**src/rtl/noc_vc_buffer_pkg.sv**
```systemverilog
// Shared definitions for the per-VC input buffer: flit width, buffer entry layout
// and input packet tracker state encoding.
`ifndef Noc_Data_Width
`define Noc_Data_Width 32
`endif
`ifndef Noc_VC_Channel
`define Noc_VC_Channel 4
`endif

package noc_vc_buffer_pkg;

    localparam int unsigned FlitW = `Noc_Data_Width;

    // Input packet tracker states
    typedef enum logic {
        InIdle = 1'b0,
        InPkt  = 1'b1
    } in_state_e;

    // One buffer slot: payload plus its framing markers
    typedef struct packed {
        logic             is_header;
        logic             is_tail;
        logic [FlitW-1:0] flit;
    } flit_entry_t;

endpackage

```
**src/rtl/noc_vc_buffer_if.sv**
```systemverilog
// Handshake bundle between the VC allocator, the VC buffer and the switch stage.
interface noc_vc_buffer_if;
    import noc_vc_buffer_pkg::*;

    logic             in_valid;
    logic             in_ready;
    logic [FlitW-1:0] in_flit;
    logic             in_is_header;
    logic             in_is_tail;
    logic             in_vcready;
    logic             out_valid;
    logic             out_ready;
    logic [FlitW-1:0] out_flit;
    logic             out_is_header;
    logic             out_is_tail;
    logic             pkt_avail;
    logic             proto_err;

    // Allocator/switch side
    modport master (
        output in_valid, in_flit, in_is_header, in_is_tail, out_ready,
        input  in_ready, in_vcready, out_valid, out_flit, out_is_header, out_is_tail,
        input  pkt_avail, proto_err
    );

    // Buffer side
    modport slave (
        input  in_valid, in_flit, in_is_header, in_is_tail, out_ready,
        output in_ready, in_vcready, out_valid, out_flit, out_is_header, out_is_tail,
        output pkt_avail, proto_err
    );

endinterface

```
**src/rtl/noc_vc_fifo_mem.sv**
```systemverilog
// Flit storage array with wrap-bit pointers; show-ahead read of the head slot.
module noc_vc_fifo_mem
    import noc_vc_buffer_pkg::*;
#(
    parameter int unsigned DEPTH = 8,
    parameter int unsigned PTR_W = $clog2(DEPTH)
) (
    input  logic          clk,
    input  logic          rst_n,
    input  logic          push,
    input  logic          pop,
    input  flit_entry_t   wdata,
    output flit_entry_t   rdata,
    output logic [PTR_W:0] count,
    output logic          full,
    output logic          empty
);

    localparam logic [PTR_W:0] PtrOne = (PTR_W + 1)'(1);

    flit_entry_t    mem [DEPTH];
    logic [PTR_W:0] wr_ptr_q, rd_ptr_q;

    // Pointer advance and storage write; storage is cleared so the head reads zero after reset
    always_ff @(posedge clk or negedge rst_n) begin
        if (!rst_n) begin
            wr_ptr_q <= '0;
            rd_ptr_q <= '0;
            for (int unsigned i = 0; i < DEPTH; i++) begin
                mem[i] <= '0;
            end
        end else begin
            if (push) begin
                mem[wr_ptr_q[PTR_W-1:0]] <= wdata;
                wr_ptr_q                 <= wr_ptr_q + PtrOne;
            end
            if (pop) begin
                rd_ptr_q <= rd_ptr_q + PtrOne;
            end
        end
    end

    assign count = wr_ptr_q - rd_ptr_q;
    assign empty = (wr_ptr_q == rd_ptr_q);
    // Same slot index but different lap means every slot is occupied
    assign full  = (wr_ptr_q[PTR_W] != rd_ptr_q[PTR_W]) &&
                   (wr_ptr_q[PTR_W-1:0] == rd_ptr_q[PTR_W-1:0]);
    assign rdata = mem[rd_ptr_q[PTR_W-1:0]];

endmodule

```
**src/rtl/noc_vc_buffer.sv**
```systemverilog
// Per-VC input buffer: stores flits with framing, tracks packet boundaries, returns a
// packet-granular VC ready and flags framing errors.
// Optional NOC_VCBUF_OCCUPANCY_EN exposes occupancy and stored-packet count ports.
module noc_vc_buffer
    import noc_vc_buffer_pkg::*;
#(
    parameter int unsigned DEPTH         = 8,
    parameter int unsigned PKT_MAX_FLITS = 4,
    localparam int unsigned PTR_W        = $clog2(DEPTH)
) (
    input  logic           noc_clk,
    input  logic           noc_rst_n,
    noc_vc_buffer_if.slave bus
`ifdef NOC_VCBUF_OCCUPANCY_EN
    ,
    output logic [PTR_W:0] occupancy,
    output logic [PTR_W:0] pkt_count
`endif
);

    localparam logic [PTR_W:0] DepthW  = (PTR_W + 1)'(DEPTH);
    localparam logic [PTR_W:0] PktMaxW = (PTR_W + 1)'(PKT_MAX_FLITS);
    localparam logic [PTR_W:0] CntOne  = (PTR_W + 1)'(1);

    flit_entry_t    wdata, rdata;
    logic [PTR_W:0] count, free_slots;
    logic [PTR_W:0] pkt_cnt_q, pkt_cnt_d;
    logic           full, empty, push, pop, tail_in, tail_out;
    in_state_e      state_q, state_d;
    logic           proto_err_q, proto_err_d;

    noc_vc_fifo_mem #(
        .DEPTH (DEPTH),
        .PTR_W (PTR_W)
    ) u_fifo (
        .clk   (noc_clk),
        .rst_n (noc_rst_n),
        .push  (push),
        .pop   (pop),
        .wdata (wdata),
        .rdata (rdata),
        .count (count),
        .full  (full),
        .empty (empty)
    );

    assign push     = bus.in_valid & ~full;
    assign pop      = ~empty & bus.out_ready;
    assign tail_in  = push & bus.in_is_tail;
    assign tail_out = pop & rdata.is_tail;
    assign wdata    = '{is_header: bus.in_is_header, is_tail: bus.in_is_tail, flit: bus.in_flit};

    assign bus.in_ready      = ~full;
    assign bus.out_valid     = ~empty;
    assign bus.out_flit      = rdata.flit;
    assign bus.out_is_header = rdata.is_header;
    assign bus.out_is_tail   = rdata.is_tail;
    assign bus.pkt_avail     = (pkt_cnt_q != '0);
    assign bus.proto_err     = proto_err_q;

`ifdef NOC_VCBUF_OCCUPANCY_EN
    assign occupancy = count;
    assign pkt_count = pkt_cnt_q;
`endif

    // State, sticky error and stored-packet counter registers
    always_ff @(posedge noc_clk or negedge noc_rst_n) begin
        if (!noc_rst_n) begin
            state_q     <= InIdle;
            proto_err_q <= 1'b0;
            pkt_cnt_q   <= '0;
        end else begin
            state_q     <= state_d;
            proto_err_q <= proto_err_d;
            pkt_cnt_q   <= pkt_cnt_d;
        end
    end

    // Tracker follows the framing bits even on a violation; violations only set the flag
    always_comb begin
        state_d     = state_q;
        proto_err_d = proto_err_q;
        if (push) begin
            unique case (state_q)
                InIdle: begin
                    if (!bus.in_is_header) proto_err_d = 1'b1;
                    if (bus.in_is_header && !bus.in_is_tail) state_d = InPkt;
                end
                InPkt: begin
                    if (bus.in_is_header) proto_err_d = 1'b1;
                    if (bus.in_is_tail) state_d = InIdle;
                end
            endcase
        end
    end

    // VC ready: mid-packet any free slot suffices, a new packet must fit completely
    always_comb begin
        free_slots     = DepthW - count;
        bus.in_vcready = 1'b0;
        case (state_q)
            InPkt:   bus.in_vcready = ~full;
            default: bus.in_vcready = (free_slots >= PktMaxW);
        endcase
    end

    // Complete packets held: a tail in adds one, a tail out removes one
    always_comb begin
        pkt_cnt_d = pkt_cnt_q;
        if (tail_in && !tail_out) begin
            pkt_cnt_d = pkt_cnt_q + CntOne;
        end else if (!tail_in && tail_out) begin
            pkt_cnt_d = pkt_cnt_q - CntOne;
        end
    end

endmodule

```
**src/flat_wrapper.sv**
```systemverilog
// flat-port wrapper written by rule: the top's interface ports become plain ports
module noc_vc_buffer_flat import noc_vc_buffer_pkg::*;
#(
    parameter int unsigned DEPTH         = 8,
    parameter int unsigned PKT_MAX_FLITS = 4,
    localparam int unsigned PTR_W        = $clog2(DEPTH)
)
  (noc_clk, noc_rst_n, bus_in_valid, bus_in_flit, bus_in_is_header, bus_in_is_tail, bus_out_ready, bus_in_ready, bus_in_vcready, bus_out_valid, bus_out_flit, bus_out_is_header, bus_out_is_tail, bus_pkt_avail, bus_proto_err);
  noc_vc_buffer_if bus_i ();
  input  logic noc_clk;
  input  logic noc_rst_n;
  input wire logic [$bits(bus_i.in_valid)-1:0] bus_in_valid;
  input wire logic [$bits(bus_i.in_flit)-1:0] bus_in_flit;
  input wire logic [$bits(bus_i.in_is_header)-1:0] bus_in_is_header;
  input wire logic [$bits(bus_i.in_is_tail)-1:0] bus_in_is_tail;
  input wire logic [$bits(bus_i.out_ready)-1:0] bus_out_ready;
  output wire logic [$bits(bus_i.in_ready)-1:0] bus_in_ready;
  output wire logic [$bits(bus_i.in_vcready)-1:0] bus_in_vcready;
  output wire logic [$bits(bus_i.out_valid)-1:0] bus_out_valid;
  output wire logic [$bits(bus_i.out_flit)-1:0] bus_out_flit;
  output wire logic [$bits(bus_i.out_is_header)-1:0] bus_out_is_header;
  output wire logic [$bits(bus_i.out_is_tail)-1:0] bus_out_is_tail;
  output wire logic [$bits(bus_i.pkt_avail)-1:0] bus_pkt_avail;
  output wire logic [$bits(bus_i.proto_err)-1:0] bus_proto_err;
  assign bus_i.in_valid = bus_in_valid;
  assign bus_i.in_flit = bus_in_flit;
  assign bus_i.in_is_header = bus_in_is_header;
  assign bus_i.in_is_tail = bus_in_is_tail;
  assign bus_i.out_ready = bus_out_ready;
  assign bus_in_ready = bus_i.in_ready;
  assign bus_in_vcready = bus_i.in_vcready;
  assign bus_out_valid = bus_i.out_valid;
  assign bus_out_flit = bus_i.out_flit;
  assign bus_out_is_header = bus_i.out_is_header;
  assign bus_out_is_tail = bus_i.out_is_tail;
  assign bus_pkt_avail = bus_i.pkt_avail;
  assign bus_proto_err = bus_i.proto_err;
  noc_vc_buffer #(.DEPTH(DEPTH), .PKT_MAX_FLITS(PKT_MAX_FLITS)) u_core (.noc_clk(noc_clk), .noc_rst_n(noc_rst_n), .bus(bus_i));
endmodule
```
**config.mk**
```make
export PLATFORM = sky130hd
export DESIGN_NAME = noc_vc_buffer_flat
export DESIGN_NICKNAME = d
export VERILOG_FILES = /design/src/rtl/noc_vc_buffer_pkg.sv /design/src/rtl/noc_vc_buffer_if.sv /design/src/rtl/noc_vc_fifo_mem.sv /design/src/rtl/noc_vc_buffer.sv /design/src/flat_wrapper.sv
export SDC_FILE = /design/constraint.sdc
export NUM_CORES = 1
export LEC_CHECK = 0
export BUFFER_PORTS_ARGS = -buffer_cell sky130_fd_sc_hd__buf_2
export CAP_MARGIN = 40
export CORE_UTILIZATION = 45
export DETAILED_ROUTE_END_ITERATION = 10
export GPL_ROUTABILITY_DRIVEN = 0
export GPL_TIMING_DRIVEN = 0
export SLEW_MARGIN = 10
export SYNTH_ARGS = -nofsm -noshare
export SYNTH_HDL_FRONTEND = slang
export SYNTH_HIERARCHICAL = 1
export SYNTH_SLANG_ARGS = --single-unit
```
**constraint.sdc**
```tcl
create_clock -name noc_clk -period 9.55 [get_ports noc_clk]
set_clock_uncertainty 0.1 [all_clocks]
set_input_delay 1.91 -clock noc_clk [delete_from_list [all_inputs] [get_ports noc_clk]]
set_output_delay 1.91 -clock noc_clk [all_outputs]
set_load 0.005 [all_outputs]
```
==> flow_summary.json <==
{
  "synth_top_area_share_pct": 54.3,
  "synth_sequential_area_ratio_pct": 54.3,
  "worst_case_hold_slack_ps": 359,
  "yosys_warnings": 6,
  "top_cell_type_by_total_area_after_synthesis": "dfrtp_1",
  "cts.hold.buffers_added": 0,
  "clk_root_buffer_cell": "clkbuf_16",
  "crit_path_category": "flip-flop to primary output",
  "routed-via-count": 7471,
  "total_setup_buffers_inserted_after_cts": 0,
  "postSynthAreaPerCell_um2": 15.3,
  "syn_area_mm2": 0.0132,
  "hp-class": "flip-flop to flip-flop",
  "cts.htree.levels": 1,
  "finalWorstSetupSlack_ps": 3440,
  "setup_slack_reg_to_reg_ps": 4630,
  "routed_met3_length_um": 1070,
  "cp_data_required_time_ps": 7540,
  "drt_wl_total_um": 29100,
  "finalSetupViolations": 0,
  "maxCapViolations": 0,
  "viasPerCell": 5.42,
  "synth_edf_count": 0,
  "ys_async_sr_fraction_pct": 100,
  "crit_end": "bus_in_vcready",
  "layout.nets": 1024,
  "detail-route-antenna-nets": 0,
  "globalRouteTotalUtil_pct": 20.2,
  "clkTransAtPathRegs_ps": 60,
  "critical_path.startpoint": "u_core/u_fifo/rd_ptr_q[1]",
  "ioPinCount": 77,
  "drive_gt1_share_pct": 51.5,
  "top_signal_layer_used": "met5",
  "synth.top_cells.by_area": "dfrtp_1, mux2_2, mux4_2",
  "syn_to_final_growth_pct": 14.6,
  "clock-sinks": 286,
  "multiInputGateArea_mm2": 0.00569,
  "pwr_density_cell_mw_per_mm2": 376,
  "die_area_mm2": 0.0300,
  "timing.final.crit_share_pct": 64.0,
  "chipWidth_um": 173,
  "syn-num-nets": 911,
  "rows": 62,
  "route.detailed.drc": 0,
  "worst-path-max-fanout": 10,
  "dp_slack_ps": 3950,
  "hold_viol_final": 0,
  "fin_crit_ps": 6110,
  "reg_to_reg_end": "u_core/u_fifo/mem[225]",
  "slowest_delay_ps": 650,
  "timing.critical_path.arrival_ps": 4100,
  "maximum_number_of_pins_on_one_net_before_global_route_repair": 102,
  "antenna_cells": 0,
  "wl_met2_um": 13700,
  "reg2regPathDepth": 12,
  "r2r-start": "u_core/u_fifo/rd_ptr_q[1]",
  "sequential_cell_area_mm2": 0.00716,
  "vdd.ir_drop.worst_v": 0.000143,
  "critical_path.startpoint_type": "flip-flop",
  "setup_tns_ps": 0,
  "run_status": "complete, no violations",
  "cellLeakagePower_nw": 6.72,
  "initial_utilization_pct": 45.8,
  "cts_tree": "yes",
  "chipHeight_um": 173,
  "antenna_found_initial": 2,
  "finalMaxSlewViolations": 0,
  "slowest_stage": "clkinv_1",
  "cts-buffers-inserted": 31,
  "critical_path.most_common_cell": "clkbuf_1",
  "most_frequently_used_flop_master_after_synthesis": "dfrtp_1",
  "netlist-cell-type-count": 40,
  "post-dp-hpwl_um": 18300,
  "slew_headroom_pct": 37.2,
  "tightest_pin_transition_ps": 937,
  "wirelength_met1_um": 13800,
  "wire_length_of_the_first_global_routing_pass_um": 46800,
  "ys_ff_latch": 286,
  "detail_route.first_pass.iterations": 4,
  "cp-end-kind": "primary output",
  "crit_path_cell_trace": "clkbuf_1 > clkinv_1 > clkbuf_1 > ha_1 > nand2_1 > o21ai_0 > xnor2_1 > nor4b_1 > a211oi_1 > a21o_1 > buf_2",
  "clk-insertion-delay-late_ps": 560,
  "grt_setup_unrepaired": "no",
  "timing.fmax_mhz": 164,
  "io_buffers": 76,
  "drt-initial-drc-count": 394,
  "routed_wl_per_cell_um": 21.1,
  "total_global_routing_overflow": 0,
  "cts.path.max_buffers": 3,
  "core_area_mm2": 0.0288,
  "count_of_fill_cells_added_during_filler_insertion": 2450,
  "first_global_vias": 7970,
  "synthesis.instances": 863,
  "number_of_gates_resized_after_cts": 0
}
==> synth_stat cells (2+ instances only) <==
| master | count |
|---|---|
| clkbuf_1 | 14 |
| buf_2 | 18 |
| or3_1 | 2 |
| mux4_2 | 68 |
| buf_4 | 13 |
| inv_1 | 7 |
| a21oi_1 | 4 |
| buf_1 | 2 |
| a21o_1 | 2 |
| ha_1 | 8 |
| fa_1 | 2 |
| o21ai_0 | 4 |
| nand2_1 | 111 |
| nand3_1 | 3 |
| xor2_1 | 3 |
| nor2_1 | 2 |
| nor3_2 | 3 |
| xnor2_1 | 9 |
| nand4_1 | 4 |
| mux2_4 | 30 |
| buf_6 | 5 |
| dfrtp_1 | 286 |
| o211ai_2 | 2 |
| mux2_2 | 243 |
| nor2b_1 | 3 |
==> area by class of cell <==
type,count,area share (%)
plain buffers,53,2.05
clock buffers,48,6.22
clock inverters,3,0.0994
inverters,9,0.224
multi-input cells,515,37.6
flip-flops and latches,286,47.4
well taps,384,3.18
repair buffers,80,3.21
==> per-layer routing <==
layer | vias to the layer above | track usage (%)
li1 | 3352 | -
met1 | 3960 | 29.3
met2 | 110 | 32.2
met3 | 45 | 2.88
met4 | 4 | 4.68
met5 | - | 0
==> metrics by stage <==
| stage | instances | utilization, % | area, µm² | power [mW] |
|---|---|---|---|---|
| after global routing | 1378 | 52.5 | 15100 | 6.05 |
| final | 1378 | 52.5 | 15100 | 5.68 |
| after detailed placement | 1326 | 49.1 | 14100 | 4.59 |
| after CTS | 1377 | 52.4 | 15100 | 5.74 |
| after global placement | 1323 | 48.8 | 14000 | 4.52 |
| after floorplan | 863 | - | 13200 | 3.88 |
==> power breakdown <==
part	internal (mW)	leakage, nW	switching (mW)
logic	1.39	2.81	1.04
clock network	0.664	0.474	0.464
registers	1.83	3.43	0.296
==> cells by family after synthesis <==
family	synth area share, %
mux	35.9
xor+xnor	0.797
compound gates	0.825
buf+inv	2.60
simple gates	4.58
flops	54.3
fa+ha+maj	1.06
==> critical path: cells and delay by family (launching register included) <==
| kind | cells | cell delay, ps |
|---|---|---|
| xor+xnor | 1 | 160 |
| compound gates | 3 | 470 |
| fa+ha+maj | 1 | 420 |
| buf+inv | 4 | 1790 |
| flops | 1 | 390 |
| simple gates | 2 | 310 |
==> cell usage in the layout (no fill, tap or decap), drive strengths merged, types with 2 or more instances in the layout <==
cell type,synthesis,layout
dfrtp,286,286
mux4,68,68
buf,38,118
nand2,111,111
xnor2,9,9
xor2,3,3
nand3,3,3
a21o,2,2
inv,8,8
ha,8,8
nor3,4,4
or4,2,2
fa,2,2
a21oi,4,4
nand4,4,4
clkinv,1,4
mux2,273,273
nor2,2,2
o21ai,4,4
nor2b,3,3
or3,2,2
o211ai,2,2
clkbuf,15,63
==> worst min path at each step <==
stage	from	end	slack (ps)	cells after the start
final	u_core/bus.proto_err	u_core/bus.proto_err	360	1
after global routing	u_core/bus.proto_err	u_core/bus.proto_err	380	1
after CTS	u_core/bus.proto_err	u_core/bus.proto_err	370	1
after detailed placement	u_core/bus.proto_err	u_core/bus.proto_err	360	1
after global placement	u_core/bus.proto_err	u_core/bus.proto_err	330	1
after floorplan	u_core/bus.proto_err	u_core/bus.proto_err	350	1
==> sequential cells by signal, indices dropped and copies added (netlist names) <==
signal	flops
u_core/u_fifo/wr_ptr_q	4
u_core/state_q	1
u_core/u_fifo/mem	272
u_core/u_fifo/rd_ptr_q	4
u_core/pkt_cnt_q	4
u_core/bus.proto_err	1
(Power assumes the default switching activity.)
